## config.mk

```make
export PLATFORM = sky130hd
export DESIGN_NAME = digit_write_arbiter
export DESIGN_NICKNAME = d
export VERILOG_FILES = /design/src/rtl/digit_write_arbiter_pkg.sv /design/src/rtl/digit_write_arbiter_rr_arb2.sv /design/src/rtl/digit_write_arbiter.sv
export SDC_FILE = /design/constraint.sdc
export NUM_CORES = 1
export LEC_CHECK = 0
export CAP_MARGIN = 20
export CORE_MARGIN = 4
export CORE_UTILIZATION = 28
export CTS_CLUSTER_DIAMETER = 40
export DETAILED_ROUTE_END_ITERATION = 6
export DONT_BUFFER_PORTS = 1
export PLACE_DENSITY = 0.46
export SLEW_MARGIN = 40
export SYNTH_ARGS = -nofsm -noshare
export SYNTH_HDL_FRONTEND = slang
export SYNTH_HIERARCHICAL = 1
export SYNTH_SLANG_ARGS = --single-unit
```

## constraint.sdc

```tcl
create_clock -name clk -period 2.2 [get_ports clk]
set_input_delay 0.11 -clock clk [delete_from_list [all_inputs] [get_ports clk]]
set_output_delay 0.11 -clock clk [all_outputs]
set_load 0.1 [all_outputs]
```

## src/rtl/digit_write_arbiter_pkg.sv

```systemverilog
// Shared definitions for the digit write arbiter: FSM encoding,
// requester identifiers, the default digit limit and a one-hot helper.
package digit_write_arbiter_pkg;

  typedef enum logic {IDLE = 1'b0, HOLD = 1'b1} state_t;

  typedef enum logic {REQ_A = 1'b0, REQ_B = 1'b1} req_id_t;

  localparam logic [3:0] DEFAULT_MAX_VAL = 4'd9;

  function automatic logic [3:0] digit_onehot(input logic [1:0] idx);
    logic [3:0] oh;
    oh = 4'b0000;
    oh[idx] = 1'b1;
    return oh;
  endfunction

endpackage

```

## src/rtl/digit_write_arbiter_rr_arb2.sv

```systemverilog
// Two-way round-robin chooser: a lone eligible requester always wins,
// a contest goes to whichever side was not granted last.
module rr_arb2 (
  input  logic       elig_a,
  input  logic       elig_b,
  input  logic       last_b,
  output logic [1:0] win
);

  // winner select, bit0 = A, bit1 = B
  always_comb begin
    win = 2'b00;
    if (elig_a && elig_b) begin
      win = last_b ? 2'b01 : 2'b10;
    end else if (elig_a) begin
      win = 2'b01;
    end else if (elig_b) begin
      win = 2'b10;
    end else begin
      win = 2'b00;
    end
  end

endmodule

```

## src/rtl/digit_write_arbiter.sv

```systemverilog
// Arbitrates digit-register writes between a counter source (A) and a
// user-edit source (B); each accepted write is followed by one HOLD cycle.
module digit_write_arbiter
  import digit_write_arbiter_pkg::*;
#(
  parameter logic [3:0] MAX_VAL = DEFAULT_MAX_VAL
) (
  input  logic       clk,
  input  logic       rst,
  input  logic       a_req,
  input  logic [1:0] a_digit,
  input  logic [3:0] a_data,
  output logic       a_gnt,
  input  logic       b_req,
  input  logic [1:0] b_digit,
  input  logic [3:0] b_data,
  output logic       b_gnt,
  input  logic       b_lock,
  output logic [3:0] dig1,
  output logic [3:0] dig2,
  output logic [3:0] dig3,
  output logic [3:0] dig4,
  output logic [3:0] digit_to_update,
  output logic       wr_err
);

  state_t      state_r, next_state_s;
  req_id_t     last_r;
  logic [3:0]  digs_r [4];
  logic [3:0]  dtu_r;
  logic        a_gnt_r, b_gnt_r, wr_err_r;
  logic [1:0]  win_s;
  logic        grant_s;
  logic [1:0]  sel_digit_s;
  logic [3:0]  sel_data_s;
  logic        data_ok_s;

  rr_arb2 u_rr_arb2 (
    .elig_a (a_req && !b_lock),
    .elig_b (b_req),
    .last_b (last_r == REQ_B),
    .win    (win_s)
  );

  // grant qualification, write source mux and next state
  always_comb begin
    grant_s      = 1'b0;
    sel_digit_s  = a_digit;
    sel_data_s   = a_data;
    next_state_s = state_r;
    if (win_s[1]) begin
      sel_digit_s = b_digit;
      sel_data_s  = b_data;
    end else begin
      sel_digit_s = a_digit;
      sel_data_s  = a_data;
    end
    data_ok_s = (sel_data_s <= MAX_VAL);
    case (state_r)
      IDLE: begin
        grant_s      = (win_s != 2'b00);
        next_state_s = grant_s ? HOLD : IDLE;
      end
      HOLD: begin
        grant_s      = 1'b0;
        next_state_s = IDLE;
      end
      default: begin
        grant_s      = 1'b0;
        next_state_s = IDLE;
      end
    endcase
  end

  // state, last-grant, digit registers and registered outputs
  always_ff @(posedge clk) begin
    if (rst) begin
      state_r  <= IDLE;
      last_r   <= REQ_B;
      dtu_r    <= 4'b0000;
      a_gnt_r  <= 1'b0;
      b_gnt_r  <= 1'b0;
      wr_err_r <= 1'b0;
      for (int i = 0; i < 4; i++) begin
        digs_r[i] <= 4'd0;
      end
    end else begin
      state_r  <= next_state_s;
      a_gnt_r  <= grant_s && win_s[0];
      b_gnt_r  <= grant_s && win_s[1];
      wr_err_r <= grant_s && !data_ok_s;
      if (grant_s) begin
        last_r <= win_s[1] ? REQ_B : REQ_A;
        // rejected data leaves both digits and marker untouched
        if (data_ok_s) begin
          digs_r[sel_digit_s] <= sel_data_s;
          dtu_r               <= digit_onehot(sel_digit_s);
        end
      end
    end
  end

  assign a_gnt           = a_gnt_r;
  assign b_gnt           = b_gnt_r;
  assign wr_err          = wr_err_r;
  assign digit_to_update = dtu_r;
  assign dig1            = digs_r[0];
  assign dig2            = digs_r[1];
  assign dig3            = digs_r[2];
  assign dig4            = digs_r[3];

endmodule

```

; After elaboration in Yosys (flattened, before gate mapping)
; Memory sizes are Yosys's and may differ from the RTL's.
; Index checks and enable logic that the tools add are counted.
[word_totals]
memories = 1
out_inout_bits = 23
ram_bits = 16
regBits = 9
[op_classes]
muxes = 21
n_reduce_logical = 11
bitwise = 1
magnitude_cmp = 3
[mem_list]
columns = memory, words, width, read_ports, rd_clocked_by_memory_dff, wr, line
row1 = digs_r, 4, 4, 4, 0, 4, digit_write_arbiter.sv:29  ; logic [3:0] digs_r [4];
[ops]
columns = operator, count
row1 = $mux W2, 6
row2 = $mux W1, 10
row3 = $mux W4, 2
row4 = $logic_and A1 B1 Y1, 6
row5 = $le A4 B4 Y1 const B, 1
row6 = $pmux W1 S2, 2
row7 = $reduce_or A4 Y1, 1
row8 = $lt A2 B3 Y1 const B, 1
row9 = $demux W1 S2, 1
row10 = $ge A2 B1 Y1 const B, 1
row11 = $logic_not A1 Y1, 2
row12 = $reduce_and A2 Y1, 1
row13 = $reduce_bool A2 Y1, 1
row14 = $not A1 Y1, 1

; Logic depth before layout (Yosys ltp)
; Gate-level depths: netlist (run 1).
[logic_depth]
word_depth = 12
mapped_depth = 7
depth_no_buf = 5

; Modules after synthesis
; The synthesis (run 1) kept the hierarchy.
[modules_own_cells]
columns = module, n_inst, area_each_um2, cells_each, seq_area_each_um2
row1 = digit_write_arbiter, 1, 1079.8, 86, 660.6
row2 = rr_arb2, 1, 18.8, 3, 0.0

; Worst setup path after synthesis (run 1)
; No wires, ideal clock.
[synth_timing]
kind = register -> register
start = register last_r
end = memory digs_r[2][0] (enable)
setup_time_ns = 0.338
slack_ns = 0.299
required_ns = 1.862
arrival_ns = 1.563
synth_period_minus_slack_ns = 1.901
stages_incl_launch_ff = 6
path_buffers = 1
path_cell_list = dfxtp_1 a21boi_0 buf_6 mux2_4 nand2b_4 o21bai_1
[synth_lines]
columns = item, line
row1 = start: declaration, digit_write_arbiter.sv:28  ; req_id_t last_r;
row2 = start signal: assignment, digit_write_arbiter.sv:93  ; last_r <= win_s[1] ? REQ_B : REQ_A;
row3 = end: declaration, digit_write_arbiter.sv:29

==> report_table.html, run 1 <==
<table>
<tr><th>Metric</th><th>Value</th></tr>
<tr><th colspan="2">Run status</th></tr>
<tr><td>Run status</td><td>completed</td></tr>
<tr><th colspan="2">Synth</th></tr>
<tr><td>Unique cell type count in the Yosys netlist</td><td>28</td></tr>
<tr><td>Seq cells post-synth</td><td>25</td></tr>
<tr><td>Synth warnings</td><td>6</td></tr>
<tr><td>Synthesized area per cell</td><td>12.3 µm²</td></tr>
<tr><td>Sequential share of the synthesized area</td><td>0.601</td></tr>
<tr><td>Synthesized netlist net count</td><td>106</td></tr>
<tr><td>Area contributors post-synth</td><td>sky130_fd_sc_hd__edfxtp_1 44%, sky130_fd_sc_hd__dfxtp_1 16%, sky130_fd_sc_hd__nor3_1 5.9%, sky130_fd_sc_hd__mux2i_1 3.6%, sky130_fd_sc_hd__o2111ai_2 2.7%</td></tr>
<tr><td>Cell type with the largest total area after synthesis</td><td>sky130_fd_sc_hd__edfxtp_1</td></tr>
<tr><td>Post-synthesis instance total</td><td>89</td></tr>
<tr><td>Post-Syn Area</td><td>1100 µm²</td></tr>
<tr><td>Share of the synthesized area in the top cell type</td><td>0.437</td></tr>
<tr><th colspan="2">Clock tree</th></tr>
<tr><td>Longest Clk Path Bufs</td><td>2</td></tr>
<tr><td>CTS clock-pin slew for the worst setup and hold paths</td><td>80 ps</td></tr>
<tr><td>H-Tree Depth</td><td>1</td></tr>
<tr><td>Skew-Pair Late Insertion Delay</td><td>260 ps</td></tr>
<tr><td>Number of clock sinks</td><td>25</td></tr>
<tr><td>Clock buffer count from CTS</td><td>3</td></tr>
<tr><td>Clock tree from TritonCTS</td><td>done</td></tr>
<tr><td>Total setup buffers inserted after CTS</td><td>0</td></tr>
<tr><td>Library cell used as clock root buffer</td><td>sky130_fd_sc_hd__clkbuf_8</td></tr>
<tr><th colspan="2">GRT</th></tr>
<tr><td>Number of global-route vias before repair</td><td>757</td></tr>
<tr><td>Maximum number of pins on one net before global-route repair</td><td>14</td></tr>
<tr><td>GRT Resource Usage Total</td><td>0.0941</td></tr>
<tr><td>Global-route wire length before repair</td><td>3760 µm</td></tr>
<tr><td>Number of antenna violations at the first check in global routing</td><td>0</td></tr>
<tr><td>Leftover overflow at the end of global routing</td><td>0</td></tr>
<tr><th colspan="2">Pwr</th></tr>
<tr><td>Maximum ir drop on the vdd rail</td><td>0.000262 V</td></tr>
<tr><td>Power per unit of standard cell area</td><td>812 nW/µm²</td></tr>
<tr><td>LEAKAGE</td><td>0.529 nW</td></tr>
<tr><th colspan="2">Placed design</th></tr>
<tr><td>Port Buffers</td><td>0</td></tr>
<tr><td>GPL Wtd Cong</td><td>0.757</td></tr>
<tr><td>Post-Place Cell Area</td><td>1280 µm²</td></tr>
<tr><td>Instance count after placement with tap cells included</td><td>148</td></tr>
<tr><td>Half-perimeter wire length after detailed placement</td><td>1830 µm</td></tr>
<tr><td>Pre-CTS worst setup slack</td><td>262 ps</td></tr>
<tr><th colspan="2">Worst setup path</th></tr>
<tr><td>Worst EP arrival</td><td>1880 ps</td></tr>
<tr><td>Crit path required time</td><td>2130 ps</td></tr>
<tr><td>Startpoint-to-endpoint class of the critical path</td><td>flop to flop</td></tr>
<tr><td>Capturing element type of the critical path</td><td>flop</td></tr>
<tr><td>Kind of start point of the critical path</td><td>flop</td></tr>
<tr><td>Crit-path max FO</td><td>12</td></tr>
<tr><th colspan="2">Die</th></tr>
<tr><td>Vertical die dimension</td><td>70.6 µm</td></tr>
<tr><td>Die extent in x</td><td>70.6 µm</td></tr>
<tr><td>I/O pins</td><td>40</td></tr>
<tr><td>CORE AREA</td><td>3720 µm²</td></tr>
<tr><td>Starting density of the core</td><td>0.296</td></tr>
<tr><td>Die footprint</td><td>4990 µm²</td></tr>
<tr><td>Rows</td><td>22</td></tr>
<tr><th colspan="2">Timing</th></tr>
<tr><td>Sum of negative setup slack</td><td>0 ps</td></tr>
<tr><td>Worst hold margin</td><td>21.9 ps</td></tr>
<tr><td>Total of endpoints with negative setup slack in the final report</td><td>0</td></tr>
<tr><td>Fraction of the cycle the final worst path needs</td><td>0.884</td></tr>
<tr><td>Skew final</td><td>2.71 ps</td></tr>
<tr><td>RSZ-0062 raised after global routing</td><td>no</td></tr>
<tr><td>Final critical path time including I/O delays and setup</td><td>1940 ps</td></tr>
<tr><td>Worst slew pin tran</td><td>895 ps</td></tr>
<tr><td>Post-route setup slack</td><td>255 ps</td></tr>
<tr><td>Final Hold Viols</td><td>0</td></tr>
<tr><td>Final-report max-slew violation count</td><td>0</td></tr>
<tr><td>Tightest slew margin relative to the limit</td><td>0.405</td></tr>
<tr><td>Highest clock frequency the design can meet</td><td>514 MHz</td></tr>
<tr><th colspan="2">Cells and area</th></tr>
<tr><td>Count of fill cells added during filler insertion</td><td>372</td></tr>
<tr><td>Synthesis-to-layout area growth</td><td>28.5%</td></tr>
<tr><td>Summed area of non-filler cells in the final layout</td><td>1410 µm²</td></tr>
<tr><td>Layout Nets</td><td>126</td></tr>
<tr><td>Fraction of layout instances using a drive strength above 1</td><td>0.269</td></tr>
<tr><td>Final instance count without filler cells</td><td>156</td></tr>
<tr><td>Most frequent standard cell in the layout excluding fill and tap cells</td><td>sky130_fd_sc_hd__edfxtp_1</td></tr>
<tr><td># diodes</td><td>0</td></tr>
<tr><td>Most frequent cells in the layout</td><td>16 x sky130_fd_sc_hd__edfxtp_1, 13 x sky130_fd_sc_hd__nor3_1, 12 x sky130_fd_sc_hd__buf_4</td></tr>
<tr><th colspan="2">Detailed routing</th></tr>
<tr><td>Initial DRT Pass Iterations</td><td>4</td></tr>
<tr><td>Highest routed metal layer</td><td>met4</td></tr>
<tr><td>Met3 routed wirelength</td><td>191 µm</td></tr>
<tr><td>Detailed-route via count</td><td>731</td></tr>
<tr><td>Wire per inst</td><td>14.6 µm</td></tr>
<tr><td>Detail-routed via count per cell</td><td>4.69</td></tr>
<tr><td>Sum of routed wire length over all layers</td><td>2280 µm</td></tr>
<tr><td>DRC violations left</td><td>0</td></tr>
<tr><td>Met2 wirelength from detailed routing</td><td>1090 µm</td></tr>
<tr><td>Number of antenna-violating nets in the routed design</td><td>0</td></tr>
<tr><td>Detailed Route Iter0 Violations</td><td>23</td></tr>
<tr><td>Sum of routed wire segments on met1</td><td>981 µm</td></tr>
<tr><th colspan="2">Worst hold path</th></tr>
<tr><td>Type of the worst min-delay path</td><td>input pin to flop</td></tr>
<tr><th colspan="2">Job</th></tr>
<tr><td>Max-cap violation count</td><td>0</td></tr>
</table>
## registers in the layout, summed over array words and instances (netlist names)
register / cells
a_gnt: 1
b_gnt: 1
digit_to_update: 4
digs_r: 16
last_r: 1
state_r: 1
wr_err: 1
## routing by layer
metal | global-route usage | vias up
li1 | - | 364
met1 | 0.109 | 339
met2 | 0.154 | 26
met3 | 0.0440 | 2
met4 | 0.0313 | 0
met5 | 0 | -
## where the power goes
part,internal (W),switching (W),leakage [nW]
Sequential,0.000530,0.0000982,0.237
Combinational,0.0000829,0.000175,0.269
Clock,0.000129,0.000132,0.0228
## Yosys cell counts
library cell	n
sky130_fd_sc_hd__buf_6	1
sky130_fd_sc_hd__nand2b_4	1
sky130_fd_sc_hd__nand2_1	2
sky130_fd_sc_hd__mux2_4	1
sky130_fd_sc_hd__o211ai_2	1
sky130_fd_sc_hd__buf_2	2
sky130_fd_sc_hd__or2_2	1
sky130_fd_sc_hd__and2_1	4
sky130_fd_sc_hd__nor3_1	13
sky130_fd_sc_hd__clkbuf_1	1
sky130_fd_sc_hd__nor2b_1	4
sky130_fd_sc_hd__a21boi_1	1
sky130_fd_sc_hd__mux2_2	1
sky130_fd_sc_hd__nor2_1	7
sky130_fd_sc_hd__o21bai_1	4
sky130_fd_sc_hd__nand2b_2	1
sky130_fd_sc_hd__a21boi_0	2
sky130_fd_sc_hd__o2111ai_2	2
sky130_fd_sc_hd__a221o_1	1
sky130_fd_sc_hd__a21oi_1	1
sky130_fd_sc_hd__inv_1	2
sky130_fd_sc_hd__dfxtp_1	9
sky130_fd_sc_hd__o2bb2ai_1	3
sky130_fd_sc_hd__nand3b_1	1
sky130_fd_sc_hd__nand2b_1	2
sky130_fd_sc_hd__edfxtp_1	16
sky130_fd_sc_hd__mux2i_1	4
sky130_fd_sc_hd__o21ai_0	1
## path summary, 6_finish.rpt
| kind | cells after the start | from | end | slack, ps |
|---|---|---|---|---|
| max | 5 | last_r | digs_r[2][2] | 260 |
| min | 2 | rst | digit_to_update[2] | 20 |
| max reg2reg | 5 | last_r | digs_r[2][2] | 260 |
| min reg2reg | 1 | last_r | last_r | 530 |
## repair_timing
item	4_1_cts	5_1_grt
setup endpoints to repair	0	0
resized for setup	0	0
hold endpoints to repair	1	0
hold buffers	1	0
## layout make-up
cell class	count	area, µm²	share of cell area
Multi-Input combinational cell	58	405	0.287
Clock buffer	4	45.0	0.0319
Timing Repair Buffer	19	233	0.165
Tap cell	48	60.1	0.0426
Inverter	2	7.51	0.00532
Sequential cell	25	661	0.468
## worst max-delay path: stages, from the launching register on
cell                       delay [ps]
sky130_fd_sc_hd__dfxtp_1          330
sky130_fd_sc_hd__a21boi_1         220
sky130_fd_sc_hd__buf_4            240
sky130_fd_sc_hd__mux2_4           340
sky130_fd_sc_hd__nand2b_4         170
sky130_fd_sc_hd__o21bai_1         310
## logic make-up after synthesis
family	count (synthesis)	share of synthesized area
mux	6	0.0604
simple gates	36	0.180
flops	25	0.601
buf+inv	6	0.0296
compound gates	16	0.129
## metrics by stage
step / power (W) / utilization
2_1_floorplan: 0.000822 / -
3_3_place_gp: 0.000859 / 0.329
3_5_place_dp: 0.000879 / 0.345
4_1_cts: 0.00114 / 0.360
5_1_grt: 0.00120 / 0.380
6_report: 0.00115 / 0.380
Power figures use the tool's default switching activity.
==> run 2: changes to the inputs <==
REMOVE_ABC_BUFFERS = 1   (was not set)
==> report_table.html, run 2 (synthesis results as in run 1) <==
<table>
<tr><th>Metric</th><th>Value</th></tr>
<tr><th colspan="2">Run status</th></tr>
<tr><td>Run status</td><td>completed</td></tr>
<tr><th colspan="2">Pwr</th></tr>
<tr><td>Power Internal</td><td>0.000735 W (-0.88%)</td></tr>
<tr><td>Part of the power in the clock network</td><td>0.231 (+0.004)</td></tr>
<tr><td>Share of total power consumed by net switching</td><td>0.359 (+0.00596)</td></tr>
<tr><td>Net Switching</td><td>0.000411 W (+1.7%)</td></tr>
<tr><td>Power per unit of standard cell area</td><td>813 nW/µm² (+0.13%)</td></tr>
<tr><td>LEAKAGE</td><td>0.531 nW (+0.21%)</td></tr>
<tr><td>Part of the total power dissipated in combinational logic</td><td>0.225 (about the same)</td></tr>
<tr><td>Sequential group share of total power</td><td>0.544 (-0.004)</td></tr>
<tr><td>Maximum ir drop on the vdd rail</td><td>0.000236 V (-10%)</td></tr>
<tr><th colspan="2">Worst setup path</th></tr>
<tr><td>Slowest-stage cell, CP</td><td>sky130_fd_sc_hd__dfxtp_1</td></tr>
<tr><td>Delay of the slowest cell on the worst path</td><td>330 ps (about the same)</td></tr>
<tr><td>Crit path required time</td><td>2130 ps (about the same)</td></tr>
<tr><td>Worst EP arrival</td><td>1860 ps (-20 ps)</td></tr>
<tr><td>Crit-path max FO</td><td>12 (unchanged)</td></tr>
<tr><td>Logic depth of the worst register-to-register path</td><td>5 (unchanged)</td></tr>
<tr><td>CP Cell Sequence</td><td>a21boi_1 &gt; buf_4 &gt; mux2_4 &gt; nand2b_4 &gt; o21bai_1</td></tr>
<tr><td>Capturing element type of the critical path</td><td>flop</td></tr>
<tr><td>Startpoint-to-endpoint class of the critical path</td><td>flop to flop</td></tr>
<tr><td>Capturing point of the worst reg2reg path</td><td>digs_r[2][1]</td></tr>
<tr><td>FF-to-FF Start</td><td>last_r</td></tr>
<tr><td>Reg2Reg Setup Slack</td><td>270 ps (about the same)</td></tr>
<tr><td>Kind of start point of the critical path</td><td>flop</td></tr>
<tr><th colspan="2">Cells and area</th></tr>
<tr><td>Largest Register</td><td>digs_r</td></tr>
<tr><td>Final instance count without filler cells</td><td>156 (unchanged)</td></tr>
<tr><td>Flip-flop count of the largest register, all copies and words added</td><td>16 (unchanged)</td></tr>
<tr><td>Fraction of layout instances using a drive strength above 1</td><td>0.278 (+0.00926)</td></tr>
<tr><td>Most frequent cells in the layout</td><td>16 x sky130_fd_sc_hd__edfxtp_1, 13 x sky130_fd_sc_hd__nor3_1, 11 x sky130_fd_sc_hd__buf_4</td></tr>
<tr><td># diodes</td><td>0 (unchanged)</td></tr>
<tr><td>Synthesis-to-layout area growth</td><td>28.4% (about the same)</td></tr>
<tr><td>Layout Nets</td><td>126 (unchanged)</td></tr>
<tr><td>Count of fill cells added during filler insertion</td><td>378 (+1.6%)</td></tr>
<tr><td>Most frequent standard cell in the layout excluding fill and tap cells</td><td>sky130_fd_sc_hd__edfxtp_1</td></tr>
<tr><th colspan="2">Timing</th></tr>
<tr><td>RSZ-0062 raised after global routing</td><td>no</td></tr>
<tr><td>Total of endpoints with negative setup slack in the final report</td><td>0 (unchanged)</td></tr>
<tr><td>Skew final</td><td>0.741 ps (-1.96 ps)</td></tr>
<tr><td>Sum of negative setup slack</td><td>0 ps (unchanged)</td></tr>
<tr><td>Final-report max-slew violation count</td><td>0 (unchanged)</td></tr>
<tr><td>Final Hold Viols</td><td>0 (unchanged)</td></tr>
<tr><td>Highest clock frequency the design can meet</td><td>517 MHz (+0.61%)</td></tr>
<tr><td>Fraction of the cycle the final worst path needs</td><td>0.879 (-0.00539)</td></tr>
<tr><td>Worst slew pin tran</td><td>898 ps (+3.09 ps)</td></tr>
<tr><td>Tightest slew margin relative to the limit</td><td>0.403 (-0.00206)</td></tr>
<tr><td>Final critical path time including I/O delays and setup</td><td>1930 ps (-11.9 ps)</td></tr>
<tr><th colspan="2">Detailed routing</th></tr>
<tr><td>Initial DRT Pass Iterations</td><td>4 (unchanged)</td></tr>
<tr><td>Sum of routed wire length over all layers</td><td>2290 µm (+0.70%)</td></tr>
<tr><td>DRC violations left</td><td>0 (unchanged)</td></tr>
<tr><td>Number of antenna-violating nets in the routed design</td><td>0 (unchanged)</td></tr>
<tr><td>Detailed-route via count</td><td>738 (+0.96%)</td></tr>
<tr><td>Wire per inst</td><td>14.7 µm (+0.70%)</td></tr>
<tr><td>Detail-routed via count per cell</td><td>4.73 (+0.96%)</td></tr>
<tr><td>Detailed Route Iter0 Violations</td><td>30 (+30%)</td></tr>
<tr><th colspan="2">Worst hold path</th></tr>
<tr><td>Type of the worst min-delay path</td><td>input pin to flop</td></tr>
<tr><td>HP Start</td><td>rst</td></tr>
<tr><td>Hold path cells</td><td>2 (unchanged)</td></tr>
<tr><td>Endpoint of the worst hold path</td><td>digit_to_update[0]</td></tr>
<tr><th colspan="2">Die</th></tr>
<tr><td>I/O pins</td><td>40 (unchanged)</td></tr>
<tr><td>Die extent in x</td><td>70.6 µm (unchanged)</td></tr>
<tr><td>CORE AREA</td><td>3720 µm² (unchanged)</td></tr>
<tr><td>Starting density of the core</td><td>0.296 (unchanged)</td></tr>
<tr><td>Vertical die dimension</td><td>70.6 µm (unchanged)</td></tr>
<tr><td>Rows</td><td>22 (unchanged)</td></tr>
<tr><td>Die footprint</td><td>4990 µm² (unchanged)</td></tr>
<tr><th colspan="2">GRT</th></tr>
<tr><td>Number of global-route vias before repair</td><td>755 (-0.26%)</td></tr>
<tr><td>Maximum number of pins on one net before global-route repair</td><td>15 (+1)</td></tr>
<tr><td>Leftover overflow at the end of global routing</td><td>0 (unchanged)</td></tr>
<tr><td>Number of antenna violations at the first check in global routing</td><td>0 (unchanged)</td></tr>
<tr><td>GRT Resource Usage Total</td><td>0.0952 (+0.00110)</td></tr>
<tr><td>Global-route wire length before repair</td><td>3710 µm (-1.3%)</td></tr>
<tr><th colspan="2">Clock tree</th></tr>
<tr><td>Clock tree from TritonCTS</td><td>done</td></tr>
<tr><td>Skew-Pair Late Insertion Delay</td><td>260 ps (about the same)</td></tr>
<tr><td>Total setup buffers inserted after CTS</td><td>0 (unchanged)</td></tr>
<tr><td>CTS resizes</td><td>0 (unchanged)</td></tr>
<tr><td>Library cell used as clock root buffer</td><td>sky130_fd_sc_hd__clkbuf_8</td></tr>
<tr><td>Clock buffer count from CTS</td><td>3 (unchanged)</td></tr>
<tr><td>Longest Clk Path Bufs</td><td>2 (unchanged)</td></tr>
<tr><td>CTS clock-pin slew for the worst setup and hold paths</td><td>80 ps (about the same)</td></tr>
<tr><td>H-Tree Depth</td><td>1 (unchanged)</td></tr>
<tr><td>Number of clock sinks</td><td>25 (unchanged)</td></tr>
<tr><td>Quantity of hold-fixing buffers added after cts</td><td>1 (unchanged)</td></tr>
<tr><th colspan="2">Placed design</th></tr>
<tr><td>Port Buffers</td><td>0 (unchanged)</td></tr>
<tr><td>GPL Wtd Cong</td><td>0.699 (-7.7%)</td></tr>
<tr><td>Half-perimeter wire length after detailed placement</td><td>1810 µm (-0.77%)</td></tr>
<tr><td>Instance count after placement with tap cells included</td><td>149 (+0.68%)</td></tr>
<tr><th colspan="2">Job</th></tr>
<tr><td>Max-cap violation count</td><td>0 (unchanged)</td></tr>
</table>
-- run 2: how the worst max path moves through the flow --
stage                      start            to
final                     last_r  digs_r[2][1]
after global routing      last_r  digs_r[3][3]
after CTS                 last_r  digs_r[2][2]
after detailed placement  last_r  digs_r[2][1]
after global placement    last_r  digs_r[2][2]
after floorplan           last_r  digs_r[1][0]
-- run 2: power by group through the flow --
stage               combinational [W]  clock [W]  sequential, W
CTS                          0.000229   0.000275       0.000643
floorplan                   0.0000765          0       0.000740
global route                 0.000271   0.000293       0.000627
global placement             0.000162          0       0.000694
finish                       0.000258   0.000265       0.000624
detailed placement           0.000227          0       0.000654
-- run 2: per-stage QoR --
stage                     setup WS [ps]  cell area, µm²  utilization  hold slack, ps  power (W)
final                               267            1410        0.379            18.8    0.00115
after global routing                162            1410        0.379            33.5    0.00119
after CTS                           260            1360        0.366            18.1    0.00115
after detailed placement            267            1300        0.351             230   0.000881
after global placement              348            1220        0.327             233   0.000856
after floorplan                    -514            1070            -             215   0.000816
-- run 2: final cells by class --
cell class | count | area, µm² | area share
inverter | 2 | 7.51 | 0.00532
clock inverter | 1 | 5.00 | 0.00355
timing repair buffer | 19 | 230 | 0.163
clock buffer | 3 | 41.3 | 0.0293
tap | 48 | 60.1 | 0.0426
multi-input combinational | 58 | 405 | 0.287
sequential | 25 | 661 | 0.469
-- run 2: worst max-delay path, delay by kind of cell, from the launching register on --
family | cells | cell delay, ps
AO/OA/AOI/OAI | 2 | 530
flip-flops | 1 | 330
multiplexers | 1 | 330
buffers and inverters | 1 | 240
AND/OR/NAND/NOR | 1 | 170
-- run 2: layer usage --
layer / GRT usage / up-vias / wire [µm]
li1: - / 363 / -
met1: 0.120 / 343 / 993
met2: 0.153 / 30 / 1110
met3: 0.0284 / 2 / 168
met4: 0.0376 / 0 / 17
met5: 0 / - / 0
